<file path="src/rtl/mips_mc_ctrl.sv">
// mips_mc_ctrl: multicycle MIPS control FSM.
//
// Steps each instruction through fetch, decode, execute, memory and writeback
// for lw, sw, R-type, beq, addi and j. It drives the ALU function and the
// datapath selects and enables, and it reads the ALU zero flag. FETCH, MEMRD
// and MEMWR wait in place until mem_ready is high.
//
// Optional feature: define MIPS_BNE_EN to add bne (opcode 000101, state
// BNEEX = 13). When the macro is undefined, bne is treated as an illegal
// opcode.
//
// Ports
//   clk, rst_n            clock and asynchronous active-low reset
//   opcode, funct         IR[31:26] and IR[5:0]
//   zero                  ALU zero flag
//   mem_ready             memory access completes this cycle
//   alu_f                 ALU function select
//   alu_src_a, alu_src_b  ALU operand selects
//   pc_src, pc_en         PC next-value select and write enable
//   iord                  memory address select (0=PC, 1=ALUOut)
//   mem_req, mem_write    memory request and write strobe
//   ir_write              IR load enable
//   reg_write, reg_dst    register file write enable and destination select
//   mem_to_reg            register file write data select
//   illegal               one-cycle pulse on an undecodable instruction
//   dbg_state             current state code
//
// state   | meaning
// RESET   | idle while in reset, all outputs low
// FETCH   | read instruction at PC, PC+4 into PC
// DECODE  | opcode dispatch, branch target precompute
// MEMADR  | load/store address computation
// MEMRD   | load data read
// MEMWB   | load data to rt
// MEMWR   | store data write
// RTYPEEX | R-type ALU operation
// RTYPEWB | R-type result to rd
// BEQEX   | beq compare, branch if equal
// ADDIEX  | addi ALU operation
// ADDIWB  | addi result to rt
// JEX     | jump
// BNEEX   | bne compare, branch if not equal (MIPS_BNE_EN only)

module mips_mc_ctrl #(
  parameter int STATE_W = 4
) (
  input  logic               clk,
  input  logic               rst_n,
  input  logic [5:0]         opcode,
  input  logic [5:0]         funct,
  input  logic               zero,
  input  logic               mem_ready,
  output logic [2:0]         alu_f,
  output logic               alu_src_a,
  output logic [1:0]         alu_src_b,
  output logic [1:0]         pc_src,
  output logic               pc_en,
  output logic               iord,
  output logic               mem_req,
  output logic               mem_write,
  output logic               ir_write,
  output logic               reg_write,
  output logic               reg_dst,
  output logic               mem_to_reg,
  output logic               illegal,
  output logic [STATE_W-1:0] dbg_state
);

  typedef enum logic [STATE_W-1:0] {
    S_RESET   = STATE_W'(0),
    S_FETCH   = STATE_W'(1),
    S_DECODE  = STATE_W'(2),
    S_MEMADR  = STATE_W'(3),
    S_MEMRD   = STATE_W'(4),
    S_MEMWB   = STATE_W'(5),
    S_MEMWR   = STATE_W'(6),
    S_RTYPEEX = STATE_W'(7),
    S_RTYPEWB = STATE_W'(8),
    S_BEQEX   = STATE_W'(9),
    S_ADDIEX  = STATE_W'(10),
    S_ADDIWB  = STATE_W'(11),
    S_JEX     = STATE_W'(12)
`ifdef MIPS_BNE_EN
    ,
    S_BNEEX   = STATE_W'(13)
`endif
  } state_t;

  localparam logic [5:0] OP_RTYPE = 6'b000000;
  localparam logic [5:0] OP_J     = 6'b000010;
  localparam logic [5:0] OP_BEQ   = 6'b000100;
  localparam logic [5:0] OP_BNE   = 6'b000101;
  localparam logic [5:0] OP_ADDI  = 6'b001000;
  localparam logic [5:0] OP_LW    = 6'b100011;
  localparam logic [5:0] OP_SW    = 6'b101011;

  localparam logic [2:0] F_AND = 3'b000;
  localparam logic [2:0] F_OR  = 3'b001;
  localparam logic [2:0] F_ADD = 3'b010;
  localparam logic [2:0] F_SUB = 3'b110;
  localparam logic [2:0] F_SLT = 3'b111;

  state_t state;

  // funct decode: bit 3 is the valid flag, bits 2:0 are the ALU function.
  // An unknown funct falls back to ADD so the ALU still sees a defined
  // operation during the cycle that raises the illegal pulse.
  function automatic logic [3:0] funct_dec(input logic [5:0] fn);
    case (fn)
      6'b100000: funct_dec = {1'b1, F_ADD};
      6'b100010: funct_dec = {1'b1, F_SUB};
      6'b100100: funct_dec = {1'b1, F_AND};
      6'b100101: funct_dec = {1'b1, F_OR};
      6'b101010: funct_dec = {1'b1, F_SLT};
      default:   funct_dec = {1'b0, F_ADD};
    endcase
  endfunction

  logic [3:0] fdec;
  assign fdec = funct_dec(funct);

  always_ff @(posedge clk or negedge rst_n) begin
    if (!rst_n) begin
      state <= S_RESET;
    end else begin
      case (state)
        S_RESET:  state <= S_FETCH;
        S_FETCH:  if (mem_ready) state <= S_DECODE;
        S_DECODE: begin
          case (opcode)
            OP_LW, OP_SW: state <= S_MEMADR;
            OP_RTYPE:     state <= S_RTYPEEX;
            OP_BEQ:       state <= S_BEQEX;
            OP_ADDI:      state <= S_ADDIEX;
            OP_J:         state <= S_JEX;
`ifdef MIPS_BNE_EN
            OP_BNE:       state <= S_BNEEX;
`endif
            default:      state <= S_FETCH;
          endcase
        end
        S_MEMADR: begin
          if (opcode == OP_LW)      state <= S_MEMRD;
          else if (opcode == OP_SW) state <= S_MEMWR;
          else                      state <= S_FETCH;
        end
        S_MEMRD:   if (mem_ready) state <= S_MEMWB;
        S_MEMWB:   state <= S_FETCH;
        S_MEMWR:   if (mem_ready) state <= S_FETCH;
        S_RTYPEEX: state <= fdec[3] ? S_RTYPEWB : S_FETCH;
        S_RTYPEWB: state <= S_FETCH;
        S_BEQEX:   state <= S_FETCH;
        S_ADDIEX:  state <= S_ADDIWB;
        S_ADDIWB:  state <= S_FETCH;
        S_JEX:     state <= S_FETCH;
`ifdef MIPS_BNE_EN
        S_BNEEX:   state <= S_FETCH;
`endif
        default:   state <= S_FETCH;
      endcase
    end
  end

  // Outputs are decoded from the state register. The only inputs that reach
  // them are mem_ready (FETCH handshake), zero (branch enable), and
  // opcode/funct (illegal flag and R-type ALU function).
  always_comb begin
    alu_f      = 3'b000;
    alu_src_a  = 1'b0;
    alu_src_b  = 2'b00;
    pc_src     = 2'b00;
    pc_en      = 1'b0;
    iord       = 1'b0;
    mem_req    = 1'b0;
    mem_write  = 1'b0;
    ir_write   = 1'b0;
    reg_write  = 1'b0;
    reg_dst    = 1'b0;
    mem_to_reg = 1'b0;
    illegal    = 1'b0;
    case (state)
      S_FETCH: begin
        mem_req   = 1'b1;
        alu_src_b = 2'b01;
        alu_f     = F_ADD;
        ir_write  = mem_ready;
        pc_en     = mem_ready;
      end
      S_DECODE: begin
        alu_src_b = 2'b11;
        alu_f     = F_ADD;
        case (opcode)
          OP_LW, OP_SW, OP_RTYPE, OP_BEQ, OP_ADDI, OP_J: illegal = 1'b0;
`ifdef MIPS_BNE_EN
          OP_BNE:  illegal = 1'b0;
`endif
          default: illegal = 1'b1;
        endcase
      end
      S_MEMADR: begin
        alu_src_a = 1'b1;
        alu_src_b = 2'b10;
        alu_f     = F_ADD;
      end
      S_MEMRD: begin
        mem_req = 1'b1;
        iord    = 1'b1;
      end
      S_MEMWB: begin
        reg_write  = 1'b1;
        mem_to_reg = 1'b1;
      end
      S_MEMWR: begin
        mem_req   = 1'b1;
        iord      = 1'b1;
        mem_write = 1'b1;
      end
      S_RTYPEEX: begin
        alu_src_a = 1'b1;
        alu_f     = fdec[2:0];
        illegal   = ~fdec[3];
      end
      S_RTYPEWB: begin
        reg_write = 1'b1;
        reg_dst   = 1'b1;
      end
      S_BEQEX: begin
        alu_src_a = 1'b1;
        alu_f     = F_SUB;
        pc_src    = 2'b01;
        pc_en     = zero;
      end
      S_ADDIEX: begin
        alu_src_a = 1'b1;
        alu_src_b = 2'b10;
        alu_f     = F_ADD;
      end
      S_ADDIWB: begin
        reg_write = 1'b1;
      end
      S_JEX: begin
        pc_src = 2'b10;
        pc_en  = 1'b1;
      end
`ifdef MIPS_BNE_EN
      S_BNEEX: begin
        alu_src_a = 1'b1;
        alu_f     = F_SUB;
        pc_src    = 2'b01;
        pc_en     = ~zero;
      end
`endif
      default: ;
    endcase
  end

  assign dbg_state = state;

endmodule

</file>
<file path="config.mk">
export PLATFORM = sky130hd
export DESIGN_NAME = mips_mc_ctrl
export DESIGN_NICKNAME = d
export VERILOG_FILES = /design/src/rtl/mips_mc_ctrl.sv
export SDC_FILE = /design/constraint.sdc
export NUM_CORES = 1
export LEC_CHECK = 0
export ABC_AREA = 1
export ABC_CLOCK_PERIOD_IN_PS = 1400
export CORE_AREA = 8 8 51 53
export CTS_CLUSTER_DIAMETER = 120
export DETAILED_ROUTE_END_ITERATION = 8
export DIE_AREA = 0 0 59 61
export GPL_TIMING_DRIVEN = 0
export PLACE_DENSITY_LB_ADDON = 0.2
export SLEW_MARGIN = 15
export SYNTH_ARGS = -nofsm -noshare
export SYNTH_HDL_FRONTEND = slang
export SYNTH_SLANG_ARGS = --single-unit
</file>
<file path="constraint.sdc">
create_clock -name clk -period 1.4 [get_ports clk]
set_clock_uncertainty 0.1 [all_clocks]
set_input_delay 0.28 -clock clk [delete_from_list [all_inputs] [get_ports clk]]
set_output_delay 0.28 -clock clk [all_outputs]
set_load 0.05 [all_outputs]
</file>
==> results of run 1 <==
## stage by stage
step                      instance area, um^2  hold slack, ns
after global placement                   1170           0.394
after global routing                     1690           0.196
final                                    1690           0.174
after CTS                                1520           0.169
after detailed placement                 1170           0.415
after floorplan                           778          -0.116
## worst min-delay path by stage
stage          startpoint            to  slack [ns]  depth (start not counted)
6_report            rst_n  dbg_state[0]        0.17                          1
3_5_place_dp        rst_n  dbg_state[0]        0.41                          1
2_1_floorplan       rst_n  dbg_state[1]       -0.12                          0
4_1_cts             rst_n  dbg_state[0]        0.17                          1
5_1_grt             rst_n  dbg_state[0]        0.20                          1
3_3_place_gp        rst_n  dbg_state[0]        0.39                          1
## routing by layer
metal / part of all wire, % / global-route usage (%) / up-vias
li1: - / - / 524
met1: 34 / 17.6 / 586
met2: 51 / 37.1 / 116
met3: 8.0 / 3.39 / 38
met4: 7.3 / 9.56 / 0
met5: 0 / 0 / -
## repair_timing
action,in CTS,in global routing
setup endpoints to repair,25,23
hold buffers,0,0
pin swaps,18,22
buffers inserted,20,12
resized for setup,192,38
## layout make-up
type / instances / area (um^2) / area share (%)
Clock buffer: 3 / 22.5 / 1.33
Timing Repair Buffer: 66 / 666 / 39.4
Inverter: 25 / 111 / 6.59
Sequential cell: 4 / 108 / 6.37
Tap cell: 27 / 33.8 / 2.00
Multi-Input combinational cell: 92 / 749 / 44.3
## cell families after synthesis
kind of cell	count (synthesis)	share of synthesized area, %
AND/OR/NAND/NOR	79	57.0
buffers and inverters	25	15.0
AO/OA/AOI/OAI	13	12.0
flip-flops	4	16.0
## cell usage in the layout, fill, tap and decap left out, drive strengths merged, types with 3 or more instances in the layout
cell,instances
nand4,3
dlygate4sd2,8
nand2,29
nand3,15
clkbuf,3
a21oi,5
inv,23
clkdlybuf4s50,3
buf,51
dfrtp,4
dlymetal6s2s,4
nor2,30
o21ai,6
## report_power, final
group	internal (W)	total (W)	switching (W)
clock	0.0000975	0.000168	0.0000702
combinational	0.000913	0.00244	0.00153
sequential	0.000161	0.000260	0.0000992
total	0.00117	0.00287	0.00170
==> results_dict.tcl, run 1 <==
set metrics [dict create \
    status "finished, violations left" \
    violations "setup timing" \
    clkLatencyLatePin_ns 0.25 \
    antenna_cells 0 \
    synth.most_common_cell "nand2_1" \
    cts_made_buffers 3 \
    hold_path.class "primary input to asynchronous set/reset pin" \
    power_density_nw_per_um2 1700 \
    max_freq_mhz 518 \
    fin_tns_setup_ns -7.96 \
    crit_required_ns 1.02 \
    worst_slew_pin_slew_ns 0.314 \
    synth.ff_latch_count 4 \
    synth_top_flop_cell "dfrtp_1" \
    root_buffer "clkbuf_4" \
    worstPathCellList "inv_4 > nand2_4 > nor2_4 > nor2_2 > nand4_1 > buf_6" \
    dp_slack_ns -1.35 \
    globalplace.congestion 0.789 \
    hold_violations 0 \
    fillCellCount 74 \
    reg2reg_depth 11 \
    setup_violations 23 \
    period_minus_slack_ns 1.93 \
    initial_utilization_pct 34.0 \
    postRouteAntennaNets 0 \
    r2r_start "dbg_state[1]" \
    ir_drop_v 0.00144 \
    syn2layout_area_growth_pct 170 \
    endpoint "alu_f[1]" \
    ys_types 17 \
    avgSynthCellArea_um2 5.17 \
    antenna_found_initial 0 \
    final-instance-count-excl-fill 217 \
    grt_usage_pct 18.6 \
    worst_r2r_endpoint "dbg_state[0]" \
    cts-htree-levels 1 \
    dpl.hpwl_mm 1.88 \
    die_x_um 59 \
    wl_per_cell_um 22.7 \
    final_core_util_pct 91.8 \
    drc 0 \
    clk_pin_slew_ns 0.05 \
    cp_max_fo 5 \
    startpoint "dbg_state[0]" \
    grt_max_degree 6 \
    cap_violations 0 \
    critPathMaxStageDelay_ns 0.54 \
    cts_tree "done" \
    grt_remaining_overflow 0 \
    crit_family "flip-flops" \
    crit_buf_inv 2 \
    largest_reg_flops 4 \
    syn-instance-count 121 \
    final_layout_size_suffix_gt1_share_pct 65.3 \
    cp_num_cells 6 \
    synth-edff-count 0 \
    ys_top_cells_by_count "nand2_1, inv_1, nor2_1" \
    die_y_um 61 \
    place.port_buffers 36 \
    r2r_slack_ns -0.29 \
    drt_iter0_drc 85 \
    setup.worst_path.end_class "output port" \
    wirelength_mm 4.92 \
    clock_path_buffers 2 \
    syn-num-nets 137 \
    cp_slowest_cell "dfrtp_4" \
    nets 208 \
    synth.top_cell.area_share_pct 16.0 \
    grt_pass1_wl_mm 5.13 \
    placed_cells 184 \
    yosys.area.top_type "dfrtp_1" \
    firstDrtPassIters 5 \
    p_leak_nw 0.852 \
    yosysSeqAreaShare_pct 16.0 \
    fin_crit_sh_pct 138 \
    critPathArrivalTime_ns 1.55 \
    synthArstFlopShare_pct 100 \
    ys_top_cells_by_area "dfrtp_1, nand2_1, inv_1" \
    coreArea_um2 1840 \
    row_count 16 \
    vias_per_cell 5.82 \
    rsz0062_at_grt "true" \
    grt_pass1_vias 1154 \
    syn_area_um2 626 \
    finalWorstSetupSlack_ns -0.532 \
    dieArea_um2 3600 \
    power_w 0.00287 \
    boundaryPins 37 \
    path_class "flop to output port" \
    critPathLaunchType "flop" \
    clock-sinks 4 \
    num_vias 1264 \
    relSlewSlack_pct 79.1 \
    yosys_warnings 0 \
    maxSlewViolCount 0 \
]
(Power assumes the default switching activity.)
==> run 2, diff against run 1 <==
Settings changed: ABC_CLOCK_PERIOD_IN_PS 1400 to 2300, CORE_AREA 8 8 51 53 to 8 8 49 51, DIE_AREA 0 0 59 61 to 0 0 57 59.
Clock period 1.4 ns to 2.3 ns, I/O delays scaled along.
==> run 2 against run 1 <==
Effect of this change: utilization shrank 21 points; final cell count shrank 16%; the run now ends clean; critical path type is now primary input to output port; routed wire length shrank 53%; sequential cell count is the same; largest power group unchanged; critical endpoint is now alu_f[0]; power shrank 61%; setup slack gained 0.58 ns; register-to-register slack gained 1.0 ns; global-route usage shrank 6.0 points; first-iteration DRC count shrank 86%.
==> results_dict.tcl, run 2 (same netlist as run 1, synthesis figures left out) <==
set metrics [dict create \
    status "finished, final reports clean" \
    grt_remaining_overflow 0 \
    path_class "primary input to output port" \
    dp_slack_ns -0.822 \
    switchingPower_w 0.000724 \
    worst_slew_pin_slew_ns 0.497 \
    cts-htree-levels 1 \
    drc 0 \
    period_minus_slack_ns 2.25 \
    holdWs_ns 0.325 \
    grt_max_degree 9 \
    antenna_cells 0 \
    cts_hold_buf 0 \
    root_buffer "clkbuf_4" \
    p_sw_share_pct 64.6 \
    setup.worst_path.end_class "output port" \
    fin_crit_sh_pct 97.8 \
    clockPowerShare_pct 8.5 \
    num_vias 903 \
    clk_pin_slew_ns 0.04 \
    antenna_found_initial 0 \
    max_freq_mhz 444 \
    mostFrequentLayoutCell "nand2_1" \
    power_density_nw_per_um2 961 \
    p_int_w 0.000397 \
    clock_path_buffers 2 \
    vias_per_cell 4.96 \
    finalWorstSetupSlack_ns 0.0500 \
    clkLatencyLatePin_ns 0.24 \
    postRouteAntennaNets 0 \
    die_x_um 57 \
    firstDrtPassIters 6 \
    critPathLaunchType "primary input" \
    grt_pass1_wl_mm 3.60 \
    clock-sinks 4 \
    globalplace.congestion 0.824 \
    relSlewSlack_pct 66.8 \
    coreArea_um2 1650 \
    rsz0062_at_grt "true" \
    dpl.hpwl_mm 1.83 \
    p_leak_nw 0.672 \
    nets 182 \
    place.port_buffers 36 \
    dieArea_um2 3360 \
    hold_path.class "primary input to asynchronous set/reset pin" \
    grt_usage_pct 12.6 \
    largest_reg_flops 4 \
    maxSlewViolCount 0 \
    cap_violations 0 \
    cts_made_buffers 3 \
    setup_violations 0 \
    grt_pass1_vias 895 \
    fin_tns_setup_ns 0 \
    final_layout_size_suffix_gt1_share_pct 37.6 \
    critPathArrivalTime_ns 1.69 \
    die_y_um 59 \
    cts_tree "done" \
    reg2reg_depth 8 \
    combPwrFrac_pct 79.8 \
    fillCellCount 159 \
    row_count 15 \
    cp_max_fo 3 \
    crit_required_ns 1.74 \
    hold_violations 0 \
    seqPwrFrac_pct 11.7 \
    syn2layout_area_growth_pct 86.4 \
    mostFrequentLayoutCells "nand2_1, inv_1, nor2_2" \
    boundaryPins 37 \
    drt_iter0_drc 12 \
    initial_utilization_pct 37.9 \
    ir_drop_v 0.000892 \
    wirelength_mm 2.31 \
    wl_per_cell_um 12.7 \
]
==> run 2: cell count changes in the layout (fill, tap and decap cells not counted), sizes merged <==
cell	delta
buf	-39
clkbuf	+5
clkdlybuf4s15	+3
clkdlybuf4s50	+5
clkinv	-2
dlygate4sd2	-4
dlymetal6s2s	+5
inv	+2
==> run 2: worst paths after layout <==
kind / startpoint / endpoint / slack [ns]
max in group asynchronous: rst_n / dbg_state[2] / 1.59
min in group clk: dbg_state[0] / dbg_state[0] / 0.56
min: rst_n / dbg_state[0] / 0.33
min reg2reg: dbg_state[0] / dbg_state[0] / 0.56
max: funct[0] / alu_f[0] / 0.05
max reg2reg: dbg_state[2] / dbg_state[2] / 0.73
==> run 2: power groups by stage <==
| stage | registers [W] | logic [W] | clock network [W] |
|---|---|---|---|
| finish | 0.000131 | 0.000895 | 0.0000957 |
| CTS | 0.000131 | 0.000890 | 0.000100 |
| global route | 0.000136 | 0.000952 | 0.000105 |
| global placement | 0.000129 | 0.000930 | 0 |
| detailed placement | 0.000132 | 0.000936 | 0 |
| floorplan | 0.000185 | 0.000589 | 0 |
==> run 2: area by class of cell <==
| class | count | area [um^2] | share of cell area, % |
|---|---|---|---|
| inverters | 25 | 93.8 | 8.05 |
| well taps | 17 | 21.3 | 1.82 |
| repair buffers | 40 | 370 | 31.8 |
| clock buffers | 4 | 26.3 | 2.25 |
| flip-flops and latches | 4 | 104 | 8.91 |
| multi-input cells | 92 | 551 | 47.2 |
==> run 2: repair_timing <==
| item | CTS | global route |
|---|---|---|
| setup endpoints to repair | 17 | 13 |
| pin swaps | 1 | 8 |
| resized for setup | 70 | 35 |
| buffers inserted | 1 | 3 |
==> run 2: layer usage <==
layer | wire length [um] | share of wire, % | global-route usage, % | up-vias
met5 | 0 | 0 | 0 | -
met4 | 19 | 0.82 | 4.03 | 0
met3 | 99 | 4.3 | 4.08 | 2
met2 | 1210 | 52 | 21.4 | 28
met1 | 982 | 42 | 14.4 | 406
li1 | - | - | - | 467
==> run 2: per-stage QoR <==
stage               std cells  area [um^2]  power, W  utilization [%]
CTS                       179         1100   0.00112             66.6
global placement          174         1060   0.00106             64.5
floorplan                 121          683  0.000774                -
finish                    182         1170   0.00112             70.6
global route              182         1170   0.00119             70.6
detailed placement        174         1060   0.00107             64.5
==> run 2: worst max-delay path: stages <==
cell	delay, ns
clkdlybuf4s50_1	0.46
nor2_4	0.14
nand3_4	0.11
nand2_2	0.09
inv_2	0.05
a211oi_4	0.20
buf_6	0.18
